## config.mk

```make
export PLATFORM = sky130hd
export DESIGN_NAME = ctrl_decode_queue
export DESIGN_NICKNAME = d
export VERILOG_FILES = /design/src/rtl/ctrl_decode_queue.sv
export SDC_FILE = /design/constraint.sdc
export NUM_CORES = 1
export LEC_CHECK = 0
export CORE_MARGIN = 2
export CORE_UTILIZATION = 45
export DETAILED_ROUTE_END_ITERATION = 6
export PLACE_DENSITY = 0.76
export SYNTH_ARGS = -nofsm -noshare
export SYNTH_HDL_FRONTEND = slang
export SYNTH_SLANG_ARGS = --single-unit
```

## constraint.sdc

```tcl
create_clock -name clk -period 4.85 [get_ports clk]
set_clock_uncertainty 0.1 [all_clocks]
set_input_delay 0.7275 -clock clk [delete_from_list [all_inputs] [get_ports clk]]
set_output_delay 0.7275 -clock clk [all_outputs]
set_load 0.05 [all_outputs]
```

## src/rtl/ctrl_decode_queue.sv

```systemverilog
// RV32I decode stage: decodes fetched words into rv32i_control_word and buffers them in a circular queue.
// Optional macro RV32M_EN makes funct7=0000001 register ops legal and flags them via out_muldiv.
package rv32i_types;
  typedef enum logic [6:0] {
    op_lui   = 7'b0110111, op_auipc = 7'b0010111, op_jal   = 7'b1101111,
    op_jalr  = 7'b1100111, op_br    = 7'b1100011, op_load  = 7'b0000011,
    op_store = 7'b0100011, op_imm   = 7'b0010011, op_reg   = 7'b0110011,
    op_csr   = 7'b1110011
  } rv32i_opcode;
  typedef enum logic [2:0] {
    alu_add = 3'd0, alu_sll = 3'd1, alu_sra = 3'd2, alu_sub = 3'd3,
    alu_xor = 3'd4, alu_srl = 3'd5, alu_or  = 3'd6, alu_and = 3'd7
  } alu_ops;
  typedef enum logic [2:0] {
    beq = 3'b000, bne = 3'b001, blt = 3'b100, bge = 3'b101, bltu = 3'b110, bgeu = 3'b111
  } branch_funct3;
  typedef enum logic {am1_rs1_out = 1'b0, am1_pc_out = 1'b1} alumux1_sel_t;
  typedef enum logic [2:0] {
    am2_i_imm = 3'd0, am2_u_imm = 3'd1, am2_b_imm = 3'd2, am2_s_imm = 3'd3,
    am2_j_imm = 3'd4, am2_rs2_out = 3'd5
  } alumux2_sel_t;
  typedef enum logic {cmp_rs2_out = 1'b0, cmp_i_imm = 1'b1} cmpmux_sel_t;
  typedef enum logic [1:0] {pcm_pc_plus4 = 2'd0, pcm_alu_out = 2'd1, pcm_alu_mod2 = 2'd2} pcmux_sel_t;
  typedef enum logic {mar_pc_out = 1'b0, mar_alu_out = 1'b1} marmux_sel_t;
  typedef enum logic [3:0] {
    rfm_alu_out = 4'd0, rfm_br_en = 4'd1, rfm_u_imm = 4'd2, rfm_lw  = 4'd3, rfm_pc_plus4 = 4'd4,
    rfm_lb      = 4'd5, rfm_lbu   = 4'd6, rfm_lh    = 4'd7, rfm_lhu = 4'd8
  } regfilemux_sel_t;
  typedef struct packed {
    logic [6:0]      opcode;
    alu_ops          aluop;
    branch_funct3    cmpop;
    alumux1_sel_t    alumux1;
    alumux2_sel_t    alumux2;
    cmpmux_sel_t     cmpmux;
    pcmux_sel_t      pcmux;
    marmux_sel_t     marmux;
    regfilemux_sel_t regfilemux;
    logic            regfile_load;
    logic            mem_read;
    logic            mem_write;
    logic [2:0]      mem_funct3;
  } rv32i_control_word;
endpackage

module ctrl_decode_queue
  import rv32i_types::*;
#(
  parameter int DEPTH = 2,
  parameter int CNT_W = 8
) (
  input  logic              clk,
  input  logic              rst_n,
  input  logic              in_valid,
  output logic              in_ready,
  input  logic [31:0]       in_instr,
  input  logic [31:0]       in_pc,
  output logic              out_valid,
  input  logic              out_ready,
  output rv32i_control_word out_ctrl,
  output logic [31:0]       out_pc,
  output logic [31:0]       out_instr,
  output logic              out_illegal,
  output logic              out_muldiv,
  input  logic              flush,
  output logic [CNT_W-1:0]  illegal_count
);
  localparam int PTR_W = (DEPTH > 1) ? $clog2(DEPTH) : 1;
  localparam int CQ_W  = $clog2(DEPTH + 1);
  localparam logic [CQ_W-1:0]  FULL_C = CQ_W'(DEPTH);
  localparam logic [PTR_W-1:0] LAST_C = PTR_W'(DEPTH - 1);

  typedef struct packed {
    rv32i_control_word ctrl;
    logic [31:0]       pc;
    logic [31:0]       instr;
    logic              illegal;
  } entry_t;

  entry_t            mem_r [DEPTH];
  logic [PTR_W-1:0]  wr_ptr_r, rd_ptr_r;
  logic [CQ_W-1:0]   count_r;
  logic [CNT_W-1:0]  illegal_count_r;
  rv32i_control_word dec_s, ctrl_s;
  entry_t            entry_s, head_s;
  logic              illegal_s, muldiv_s, in_fire_s, out_fire_s, is_reg_s;
  logic [2:0]        funct3_s;
  logic [6:0]        funct7_s;
  alu_ops            arith_aluop_s;
  branch_funct3      arith_cmpop_s;
  regfilemux_sel_t   arith_rfm_s;

  function automatic logic [PTR_W-1:0] ptr_inc(input logic [PTR_W-1:0] p);
    if (p == LAST_C) begin
      return '0;
    end else begin
      return p + PTR_W'(1);
    end
  endfunction

  assign funct3_s   = in_instr[14:12];
  assign funct7_s   = in_instr[31:25];
  assign is_reg_s   = (in_instr[6:0] == op_reg);
  assign out_valid  = (count_r != '0);
  assign in_ready   = ~flush & ((count_r != FULL_C) | out_ready);
  assign in_fire_s  = in_valid & in_ready;
  assign out_fire_s = out_valid & out_ready;

  // ALU/compare selection shared by register and immediate arithmetic
  always_comb begin
    arith_aluop_s = alu_add;
    arith_cmpop_s = beq;
    arith_rfm_s   = rfm_alu_out;
    case (funct3_s)
      3'b000: arith_aluop_s = (is_reg_s & funct7_s[5]) ? alu_sub : alu_add;
      3'b010: begin arith_cmpop_s = blt;  arith_rfm_s = rfm_br_en; end
      3'b011: begin arith_cmpop_s = bltu; arith_rfm_s = rfm_br_en; end
      3'b101: arith_aluop_s = funct7_s[5] ? alu_sra : alu_srl;
      default: arith_aluop_s = alu_ops'(funct3_s);
    endcase
  end

  // Instruction decode and legality check
  always_comb begin
    dec_s        = '0;
    dec_s.opcode = in_instr[6:0];
    illegal_s    = 1'b0;
    muldiv_s     = 1'b0;
    case (in_instr[6:0])
      op_lui: begin
        dec_s.regfilemux   = rfm_u_imm;
        dec_s.regfile_load = 1'b1;
      end
      op_auipc: begin
        dec_s.alumux1      = am1_pc_out;
        dec_s.alumux2      = am2_u_imm;
        dec_s.regfile_load = 1'b1;
      end
      op_jal: begin
        dec_s.alumux1      = am1_pc_out;
        dec_s.alumux2      = am2_j_imm;
        dec_s.pcmux        = pcm_alu_out;
        dec_s.regfilemux   = rfm_pc_plus4;
        dec_s.regfile_load = 1'b1;
      end
      op_jalr: begin
        if (funct3_s == 3'b000) begin
          dec_s.alumux2      = am2_i_imm;
          dec_s.pcmux        = pcm_alu_mod2;
          dec_s.regfilemux   = rfm_pc_plus4;
          dec_s.regfile_load = 1'b1;
        end else begin
          illegal_s = 1'b1;
        end
      end
      op_br: begin
        if ((funct3_s == 3'b010) || (funct3_s == 3'b011)) begin
          illegal_s = 1'b1;
        end else begin
          dec_s.alumux1 = am1_pc_out;
          dec_s.alumux2 = am2_b_imm;
          dec_s.cmpop   = branch_funct3'(funct3_s);
          dec_s.pcmux   = pcm_alu_out;
        end
      end
      op_load: begin
        dec_s.alumux2      = am2_i_imm;
        dec_s.marmux       = mar_alu_out;
        dec_s.mem_read     = 1'b1;
        dec_s.regfile_load = 1'b1;
        dec_s.mem_funct3   = funct3_s;
        case (funct3_s)
          3'b000:  dec_s.regfilemux = rfm_lb;
          3'b001:  dec_s.regfilemux = rfm_lh;
          3'b010:  dec_s.regfilemux = rfm_lw;
          3'b100:  dec_s.regfilemux = rfm_lbu;
          3'b101:  dec_s.regfilemux = rfm_lhu;
          default: illegal_s = 1'b1;
        endcase
      end
      op_store: begin
        if (funct3_s > 3'b010) begin
          illegal_s = 1'b1;
        end else begin
          dec_s.alumux2    = am2_s_imm;
          dec_s.marmux     = mar_alu_out;
          dec_s.mem_write  = 1'b1;
          dec_s.mem_funct3 = funct3_s;
        end
      end
      op_imm: begin
        if (((funct3_s == 3'b001) && (funct7_s != 7'b0000000)) ||
            ((funct3_s == 3'b101) && (funct7_s != 7'b0000000) && (funct7_s != 7'b0100000))) begin
          illegal_s = 1'b1;
        end else begin
          dec_s.alumux2      = am2_i_imm;
          dec_s.cmpmux       = cmp_i_imm;
          dec_s.aluop        = arith_aluop_s;
          dec_s.cmpop        = arith_cmpop_s;
          dec_s.regfilemux   = arith_rfm_s;
          dec_s.regfile_load = 1'b1;
        end
      end
      op_reg: begin
        if ((funct7_s == 7'b0000000) ||
            ((funct7_s == 7'b0100000) && ((funct3_s == 3'b000) || (funct3_s == 3'b101)))) begin
          dec_s.alumux2      = am2_rs2_out;
          dec_s.cmpmux       = cmp_rs2_out;
          dec_s.aluop        = arith_aluop_s;
          dec_s.cmpop        = arith_cmpop_s;
          dec_s.regfilemux   = arith_rfm_s;
          dec_s.regfile_load = 1'b1;
`ifdef RV32M_EN
        end else if (funct7_s == 7'b0000001) begin
          // aluop carries funct3 as the mul/div selector for the M unit
          muldiv_s           = 1'b1;
          dec_s.aluop        = alu_ops'(funct3_s);
          dec_s.alumux1      = am1_rs1_out;
          dec_s.alumux2      = am2_rs2_out;
          dec_s.regfile_load = 1'b1;
`endif
        end else begin
          illegal_s = 1'b1;
        end
      end
      default: illegal_s = 1'b1;
    endcase
  end

  // Illegal entries keep only the raw opcode so execute can still identify them
  always_comb begin
    if (illegal_s) begin
      ctrl_s        = '0;
      ctrl_s.opcode = in_instr[6:0];
    end else begin
      ctrl_s = dec_s;
    end
    entry_s.ctrl    = ctrl_s;
    entry_s.pc      = in_pc;
    entry_s.instr   = in_instr;
    entry_s.illegal = illegal_s;
  end

  // Queue storage; contents are don't-care outside the live window so no reset
  always_ff @(posedge clk) begin
    if (in_fire_s) begin
      mem_r[wr_ptr_r] <= entry_s;
    end
  end

`ifdef RV32M_EN
  logic muldiv_r [DEPTH];

  // Per-entry M-extension flag
  always_ff @(posedge clk) begin
    if (in_fire_s) begin
      muldiv_r[wr_ptr_r] <= muldiv_s;
    end
  end
  assign out_muldiv = muldiv_r[rd_ptr_r];
`else
  assign out_muldiv = 1'b0;
`endif

  // Pointer and occupancy tracking; flush wins over push
  always_ff @(posedge clk or negedge rst_n) begin
    if (!rst_n) begin
      wr_ptr_r <= '0;
      rd_ptr_r <= '0;
      count_r  <= '0;
    end else if (flush) begin
      wr_ptr_r <= '0;
      rd_ptr_r <= '0;
      count_r  <= '0;
    end else begin
      wr_ptr_r <= in_fire_s  ? ptr_inc(wr_ptr_r) : wr_ptr_r;
      rd_ptr_r <= out_fire_s ? ptr_inc(rd_ptr_r) : rd_ptr_r;
      case ({in_fire_s, out_fire_s})
        2'b10:   count_r <= count_r + CQ_W'(1);
        2'b01:   count_r <= count_r - CQ_W'(1);
        default: count_r <= count_r;
      endcase
    end
  end

  // Saturating illegal counter; a pop coinciding with flush still counts
  always_ff @(posedge clk or negedge rst_n) begin
    if (!rst_n) begin
      illegal_count_r <= '0;
    end else if (out_fire_s && head_s.illegal && (illegal_count_r != {CNT_W{1'b1}})) begin
      illegal_count_r <= illegal_count_r + CNT_W'(1);
    end else begin
      illegal_count_r <= illegal_count_r;
    end
  end

  assign head_s        = mem_r[rd_ptr_r];
  assign out_ctrl      = head_s.ctrl;
  assign out_pc        = head_s.pc;
  assign out_instr     = head_s.instr;
  assign out_illegal   = head_s.illegal;
  assign illegal_count = illegal_count_r;
endmodule

```

Word level (Yosys, flattened, before mapping)
Memories as Yosys holds them, arrays and structs flattened.
Index checks and enable logic that the tools add are counted.
{"block": "totals", "ff_bits": 12, "romBits": 0, "ram_bits": 192, "n_memories": 1, "elab_cells": 108, "latchBits": 0, "output_inout_bits": 107, "input_bits": 69}
{"block": "classes", "bitwise": 6, "n_reduce_logical": 22, "n_mux": 49, "eq_ne": 20, "shift": 0, "magnitude_cmp": 1, "multipliers": 0, "add_sub_neg": 5, "n_div": 0}
{"memory": "mem_r", "depth": 2, "width": 96, "rd": 1, "rd_clocked_by_memory_dff": 0, "write_ports": 1, "line_no": "80", "source": "entry_t mem_r [DEPTH];"}
{"op": "$eq A7 B6 Y1 const B", "count": 4}
{"op": "$mux W24", "count": 1}
{"op": "$pmux W4 S6", "count": 1}
{"op": "$eq A7 B7 Y1 const B", "count": 3}
{"op": "$mux W1", "count": 20}
{"op": "$pmux W4 S5", "count": 1}
{"op": "$pmux W3 S2", "count": 3}
{"op": "$pmux W3 S3", "count": 2}
{"op": "$pmux W3 S6", "count": 1}
{"op": "$eq A7 B5 Y1 const B", "count": 2}
{"op": "$mux W4", "count": 3}
{"op": "$mux W6", "count": 2}
{"op": "$mux W5", "count": 2}
{"op": "$add A8 B1 Y8 const B", "count": 1}
{"op": "$mux W2", "count": 4}
{"op": "$ne A8 B8 Y1 const B", "count": 1}
{"op": "$eq A7 B2 Y1 const B", "count": 1}
{"op": "$logic_not A7 Y1", "count": 1}
{"op": "$mux W7", "count": 1}
{"op": "$ne A7 B6 Y1 const B", "count": 1}
{"op": "$pmux W1 S7", "count": 1}
{"op": "$reduce_bool A7 Y1", "count": 1}
{"op": "$eq A3 B2 Y1 const B", "count": 2}
{"op": "$eq A3 B3 Y1 const B", "count": 2}
{"op": "other kinds (25)", "count": 42}

Longest topological paths before layout
Gate-level depths: netlist of run 1.
{"block": "logic_depth", "ltp_word": 7, "ltp_mapped": 7, "depth_no_buf": 5}

Worst setup path before layout of run 1
OpenSTA, ideal clock, no wires.
{"block": "synth_path", "path_type": "in2reg", "from": "input port out_ready", "to": "memory mem_r[0][0] in the netlist's numbering, enable pin", "setup_ps": 538, "n_path_buf": 0, "stages": 4, "required_ps": 4212, "setup_slack_ps": -1200, "arrival_time_ps": 5412, "path_cell_list": "nor3b_1 nor2_1 nand2_1 nor2_1"}
{"block": "synth_between", "elab_chain_cells": 5}
{"element": "start: declaration", "line_no": "59", "source": "input logic out_ready,"}
{"element": "$or A1 B1 Y1", "line_no": "105", "source": "assign in_ready = ~flush & ((count_r != FULL_C) | out_ready);"}
{"element": "$and A1 B1 Y1", "line_no": "105"}
{"element": "net in_ready", "line_no": "55", "source": "output logic in_ready,"}
{"element": "$and A1 B1 Y1", "line_no": "106", "source": "assign in_fire_s = in_valid & in_ready;"}
{"element": "$mux W1", "line_no": "246", "source": "if (in_fire_s) begin"}
{"element": "$mux W1 (implied by the code)", "line_no": "247", "source": "mem_r[wr_ptr_r] <= entry_s;"}
{"element": "end: declaration", "line_no": "80"}
The timed path passes the listed nets, and every way through them passes these cells.

Final worst setup path of run 1
{"block": "layout_path", "from": "register rd_ptr_r", "to": "output port out_illegal"}
{"block": "layout_between", "elab_chain_cells": 1}
{"element": "start: declaration", "line_no": "81", "source": "logic [PTR_W-1:0] wr_ptr_r, rd_ptr_r;"}
{"element": "start signal: assignment", "line_no": "277", "source": "rd_ptr_r <= out_fire_s ? ptr_inc(rd_ptr_r) : rd_ptr_r;"}
{"element": "$mem_v2 Z2 W96"}
{"element": "end: declaration", "line_no": "63", "source": "output logic out_illegal,"}
No other way between the ends.

==> impl_metrics.csv, run 1 <==
group,metric,value,unit
global_route,antenna_found_initial,0,
route,via_per_inst,5.233,
route,route.detailed.drc,0,
worst_hold_path,hp-class,"flop to flop",
clock_network,root_buffer,"clkbuf_16",
place,dp_hpwl,10.73,mm
yosys,synth_area,0.007682,mm²
floorplan,ios,176,
layout,fillCellCount,1238,
worst_setup_path,crit_type,"flop to primary output",
timing,finalSetupTns,0,ps
route,drtAntennaViolNets,0,
clock_network,cts.reportedPaths.clkPinSlew,70,ps
power,cellPowerDensity,391.8,mW/mm²
global_route,grt_pass1_wl,24.22,mm
global_route,gr-usage-all-layers,17.64,%
yosys,synth_edf_count,178,
global_route,grt_start_max_net_pins,67,
worst_setup_path,rr_startpoint,"rd_ptr_r$_DFFE_PN0P_",
place,place_area,0.009633,mm²
timing,drv_slew,0,
worst_setup_path,reg2reg_to,"illegal_count[1]$_DFFE_PN0P_",
yosys,yosysWarnings,0,
yosys,async_flop_share,6.316,%
route,wl_per_cell,18.48,µm
floorplan,die_x,134.7,µm
global_route,first_global_vias,4519,
yosys,synth_seq_cells,190,
worst_setup_path,cp_data_arrival_time,2790,ps
worst_setup_path,start_kind,"flop",
clock_network,cts_resized,0,
clock_network,cts.path.max_buffers,2,
yosys,ys_types,53,
layout,diodes,0,
clock_network,cts_setup_buffers,0,
layout,final_util,61.15,%
place,place_congestion,0.8277,
layout,final_layout_size_suffix_gt1_share,21.77,%
timing,setup_viol,0,
place,io_buffers,174,
worst_setup_path,endpoint,"out_illegal",
layout,final_cell_mix,"edfxtp_1, clkdlybuf4s50_1, mux2_2",
timing,min_period,3619,ps
yosys,yosysSeqAreaShare,73.49,%
power,ir_drop,0.0002511,V
clock_network,clock_latency,430,ps
clock_network,clock_sinks,190,
worst_setup_path,end_kind,"primary output",
power,p_leak,3.443,nW
worst_setup_path,crit_path_max_fanout,53,
route,dr.pass1.iters,4,
worst_setup_path,worstRegToRegCells,4,
route,wirelength,15.78,mm
floorplan,dieArea,0.01813,mm²
layout,nets,691,
timing,fin_crit_sh,74.61,%
status,status,"complete, no violations",
floorplan,initial_core_util,46.16,%
clock_network,tritoncts,"yes",
worst_setup_path,reg2reg_setup_slack,2350,ps
yosys,synthFlopType,"edfxtp_1",
timing,grt_setup_unrepaired,"false",
yosys,synth_cells,449,
timing,hold_viol_final,0,
floorplan,rows,47,
clock_network,cts_buffers,17,
layout,syn_to_final_growth,32.46,%
global_route,grt-ovfl-total,0,
floorplan,coreArea,0.01664,mm²
timing,clock.fmax,276.3,MHz
route,vias,4469,
timing,worstMarginPinSlew,959.2,ps
run,maxCapViolCount,0,
timing,holdWs,401.3,ps
clock_network,ctsHoldBuffers,0,
floorplan,dieHeight,134.7,µm
yosys,syn-num-nets,519,
yosys,syn_area_per_cell,17.11,µm²
layout,multiInputGateArea,0.001871,mm²
worst_hold_path,min_path_cells,1,
route,drtIter0Drc,283,
clock_network,ctsHtreeMaxLevel,4,
layout,layout_commonest_cell,"edfxtp_1",
timing,slew-limit-headroom,36.05,%
layout,stdcell_area,0.01018,mm²
worst_setup_path,cp.required,4020,ps
worst_setup_path,setup.worst_path.start,"rd_ptr_r$_DFFE_PN0P_",
layout,layout.area.seq,0.005649,mm²
worst min-delay path by stage:
stage	slack [ps]	startpoint	endpoint
finish	400	illegal_count[7]$_DFFE_PN0P_	illegal_count[7]$_DFFE_PN0P_
global route	420	illegal_count[7]$_DFFE_PN0P_	illegal_count[7]$_DFFE_PN0P_
CTS	410	illegal_count[7]$_DFFE_PN0P_	illegal_count[7]$_DFFE_PN0P_
detailed placement	390	illegal_count[7]$_DFFE_PN0P_	illegal_count[7]$_DFFE_PN0P_
global placement	380	illegal_count[5]$_DFFE_PN0P_	illegal_count[5]$_DFFE_PN0P_
floorplan	330	rst_n	count_r[0]$_DFFE_PN0P_
report_power, final:
part           leakage (nW)  total [mW]  internal [mW]  switching, mW
sequential             1.82        1.93           1.87         0.0541
combinational          1.37       0.788          0.294          0.494
clock                 0.247        1.27          0.664          0.606
total                  3.44        3.99           2.83           1.15
critical path, stage by stage, from the launching register on:
cell and delay, ps:
dfrtp_4 790, buf_12 370, mux2i_1 400, inv_1 80, clkdlybuf4s50_1 710
cell type report:
class	count	share of cell area (%)
Clock inverter	14	1.119
Inverter	5	0.1844
Clock buffer	18	4.217
Timing Repair Buffer	181	17.88
Sequential cell	190	55.51
Tap cell	220	2.705
Multi-Input combinational cell	226	18.38
cell usage after synthesis, drive strengths merged, types with 7 or more instances:
cell	n	area, µm²
a21oi	7	35.03
buf	21	133.9
clkbuf	7	26.28
dfrtp	12	300.3
edfxtp	178	5345
mux2	89	1002
nand2	19	71.32
nand2b	7	43.79
nand3	9	45.04
nand4	8	50.05
nor2	13	48.80
o21ai	7	35.03
state kept, by name, indices dropped and copies added, names as in the netlist:
signal	flops
count_r	2
illegal_count	8
mem_r	178
rd_ptr_r	1
wr_ptr_r	1
cells by family (layout without fill, tap and decap cells):
family,count (synthesis),count (layout),synth area share (%)
fa+ha+maj,1,1,0.1628
xor+xnor,8,8,0.9121
other cells,1,1,0.04881
simple gates,89,89,6.254
compound gates,35,35,3.371
flops,190,190,73.49
mux,92,92,13.44
buf+inv,33,218,2.329
per-layer routing:
metal / vias to the layer above / share of wire (%) / GRT usage (%)
met5: - / 0 / 0
met1: 2202 / 42 / 21.84
met2: 159 / 50 / 29.86
met3: 19 / 6.1 / 4.617
met4: 0 / 1.7 / 6.608
li1: 2089 / - / -
stage by stage:
stage          instances  setup slack [ps]  total power, mW
4_1_cts              854              1148            4.024
6_report             854              1231            3.987
2_1_floorplan        449             279.3            2.464
5_1_grt              854              1080            4.118
3_3_place_gp         822              1640            2.741
3_5_place_dp         822              1621            2.756
Note: power is estimated with default switching activity, not from simulation.
==> run 2, diff against run 1 <==
==> constraint.sdc (replaced) <==
create_clock -name clk -period 3.25 [get_ports clk]
set_clock_uncertainty 0.1 [all_clocks]
set_input_delay 0.4875 -clock clk [delete_from_list [all_inputs] [get_ports clk]]
set_output_delay 0.4875 -clock clk [all_outputs]
set_load 0.05 [all_outputs]
==> impl_metrics.csv, run 2 (synthesis gave the netlist of run 1 again) <==
group,metric,value,unit
place,place_congestion,0.8850,
power,p_leak,3.475,nW
clock_network,ctsHoldBuffers,0,
worst_setup_path,reg2reg_to,"mem_r[0][48]$_DFFE_PP_",
power,ir_drop,0.0003541,V
place,io_buffers,174,
route,wl_per_cell,18.45,µm
worst_setup_path,crit_type,"flop to primary output",
floorplan,die_x,134.7,µm
layout,diodes,0,
worst_hold_path,hp-class,"input port to asynchronous set/reset pin",
timing,finalWorstSetupSlack,304.5,ps
layout,syn_to_final_growth,33.42,%
layout,final_cell_mix,"edfxtp_1, clkdlybuf4s50_1, mux2_2",
layout,final_layout_size_suffix_gt1_share,21.70,%
clock_network,tritoncts,"yes",
worst_setup_path,start_kind,"flop",
worst_setup_path,rr_startpoint,"count_r[1]$_DFFE_PN0P_",
layout,layout_commonest_cell,"edfxtp_1",
layout,largest_reg_flops,178,
timing,hold_viol_final,0,
timing,holdWs,318.7,ps
route,dr.pass1.iters,5,
floorplan,ios,176,
route,drtAntennaViolNets,0,
global_route,grt_pass1_wl,24.14,mm
power,power.share.clock,33.1,%
power,cellPowerDensity,591.5,mW/mm²
timing,drv_slew,0,
clock_network,ctsHtreeMaxLevel,4,
clock_network,clock_sinks,190,
floorplan,initial_core_util,46.16,%
route,route.detailed.drc,0,
timing,clock.fmax,339.5,MHz
clock_network,clock_latency,410,ps
clock_network,cts_setup_buffers,0,
clock_network,cts.reportedPaths.clkPinSlew,70,ps
route,wirelength,15.79,mm
timing,slew-limit-headroom,51.81,%
power,seqPwrFrac,47.2,%
clock_network,cts.path.max_buffers,2,
clock_network,cts_resized,0,
worst_setup_path,setup.worst_path.start,"rd_ptr_r$_DFFE_PN0P_",
worst_setup_path,cp.required,2660,ps
timing,min_period,2945,ps
power,pwr-share-comb,19.7,%
global_route,grt_start_max_net_pins,67,
global_route,grt-ovfl-total,0,
run,maxCapViolCount,0,
power,p_total,6.063,mW
global_route,first_global_vias,4598,
layout,nets,693,
power,p_sw,1.687,mW
worst_setup_path,worstRegToRegCells,5,
timing,worstMarginPinSlew,720.6,ps
clock_network,root_buffer,"clkbuf_16",
power,switching_share,27.83,%
timing,finalSetupTns,0,ps
place,dp_slack,377.9,ps
layout,top_register,"mem_r",
floorplan,coreArea,0.01664,mm²
global_route,antenna_found_initial,0,
worst_setup_path,end_kind,"primary output",
floorplan,dieArea,0.01813,mm²
floorplan,rows,47,
route,vias,4492,
route,via_per_inst,5.248,
status,status,"complete, no violations",
power,internal_power,4.376,mW
route,drtIter0Drc,372,
place,dp_hpwl,10.82,mm
timing,fin_crit_sh,90.63,%
global_route,gr-usage-all-layers,17.52,%
worst_setup_path,reg2reg_setup_slack,1160,ps
timing,setup_viol,0,
timing,grt_setup_unrepaired,"false",
clock_network,cts_buffers,17,
worst_setup_path,cp_data_arrival_time,2360,ps
floorplan,dieHeight,134.7,µm
worst_setup_path,crit_path_max_fanout,66,
## run 2: critical path, stage by stage, from the launching register on
cell	delay (ps)
dfrtp_4	450
buf_12	320
mux2_2	430
clkdlybuf4s50_1	710
## run 2: power groups by stage
| stage | Clock (mW) | Combinational (mW) | Sequential, mW |
|---|---|---|---|
| 2_1_floorplan | 0 | 0.691 | 2.98 |
| 3_3_place_gp | 0 | 1.18 | 2.90 |
| 3_5_place_dp | 0 | 1.20 | 2.91 |
| 4_1_cts | 2.05 | 1.21 | 2.86 |
| 5_1_grt | 2.15 | 1.25 | 2.87 |
| 6_report | 2.01 | 1.20 | 2.86 |
## run 2: cell type report
type	instances	area, µm²
fill	1208	6392
sequential	190	5649
multi-input combinational	226	1873
timing repair buffer	183	1859
clock buffer	19	432.9
tap	220	275.3
clock inverter	13	141.4
inverter	5	18.77
## run 2: metrics by stage
step                      cells  instance area (µm²)  utilization (%)
after CTS                   856                10250            61.59
after floorplan             449                 7694                -
final                       856                10250            61.59
after detailed placement    824                 9676            58.14
after global routing        856                10250            61.59
after global placement      824                 9676            58.14
## run 2: layer usage
metal  up-vias  share of wire, %  GRT usage (%)
met2       173                51          29.98
met4         0               1.0          5.322
li1       2083                 -              -
met1      2226                41          21.84
met3        10               6.8          4.730
met5         -                 0              0
## run 2: worst max path at each step
stage / endpoint / slack, ps / depth (start not counted)
floorplan: mem_r[0][0]$_DFFE_PP_ / 120 / 4
global placement: mem_r[0][0]$_DFFE_PP_ / 510 / 5
detailed placement: mem_r[0][78]$_DFFE_PP_ / 380 / 5
CTS: out_ctrl[30] / 270 / 3
global route: out_instr[6] / 230 / 3
finish: out_ctrl[30] / 300 / 3
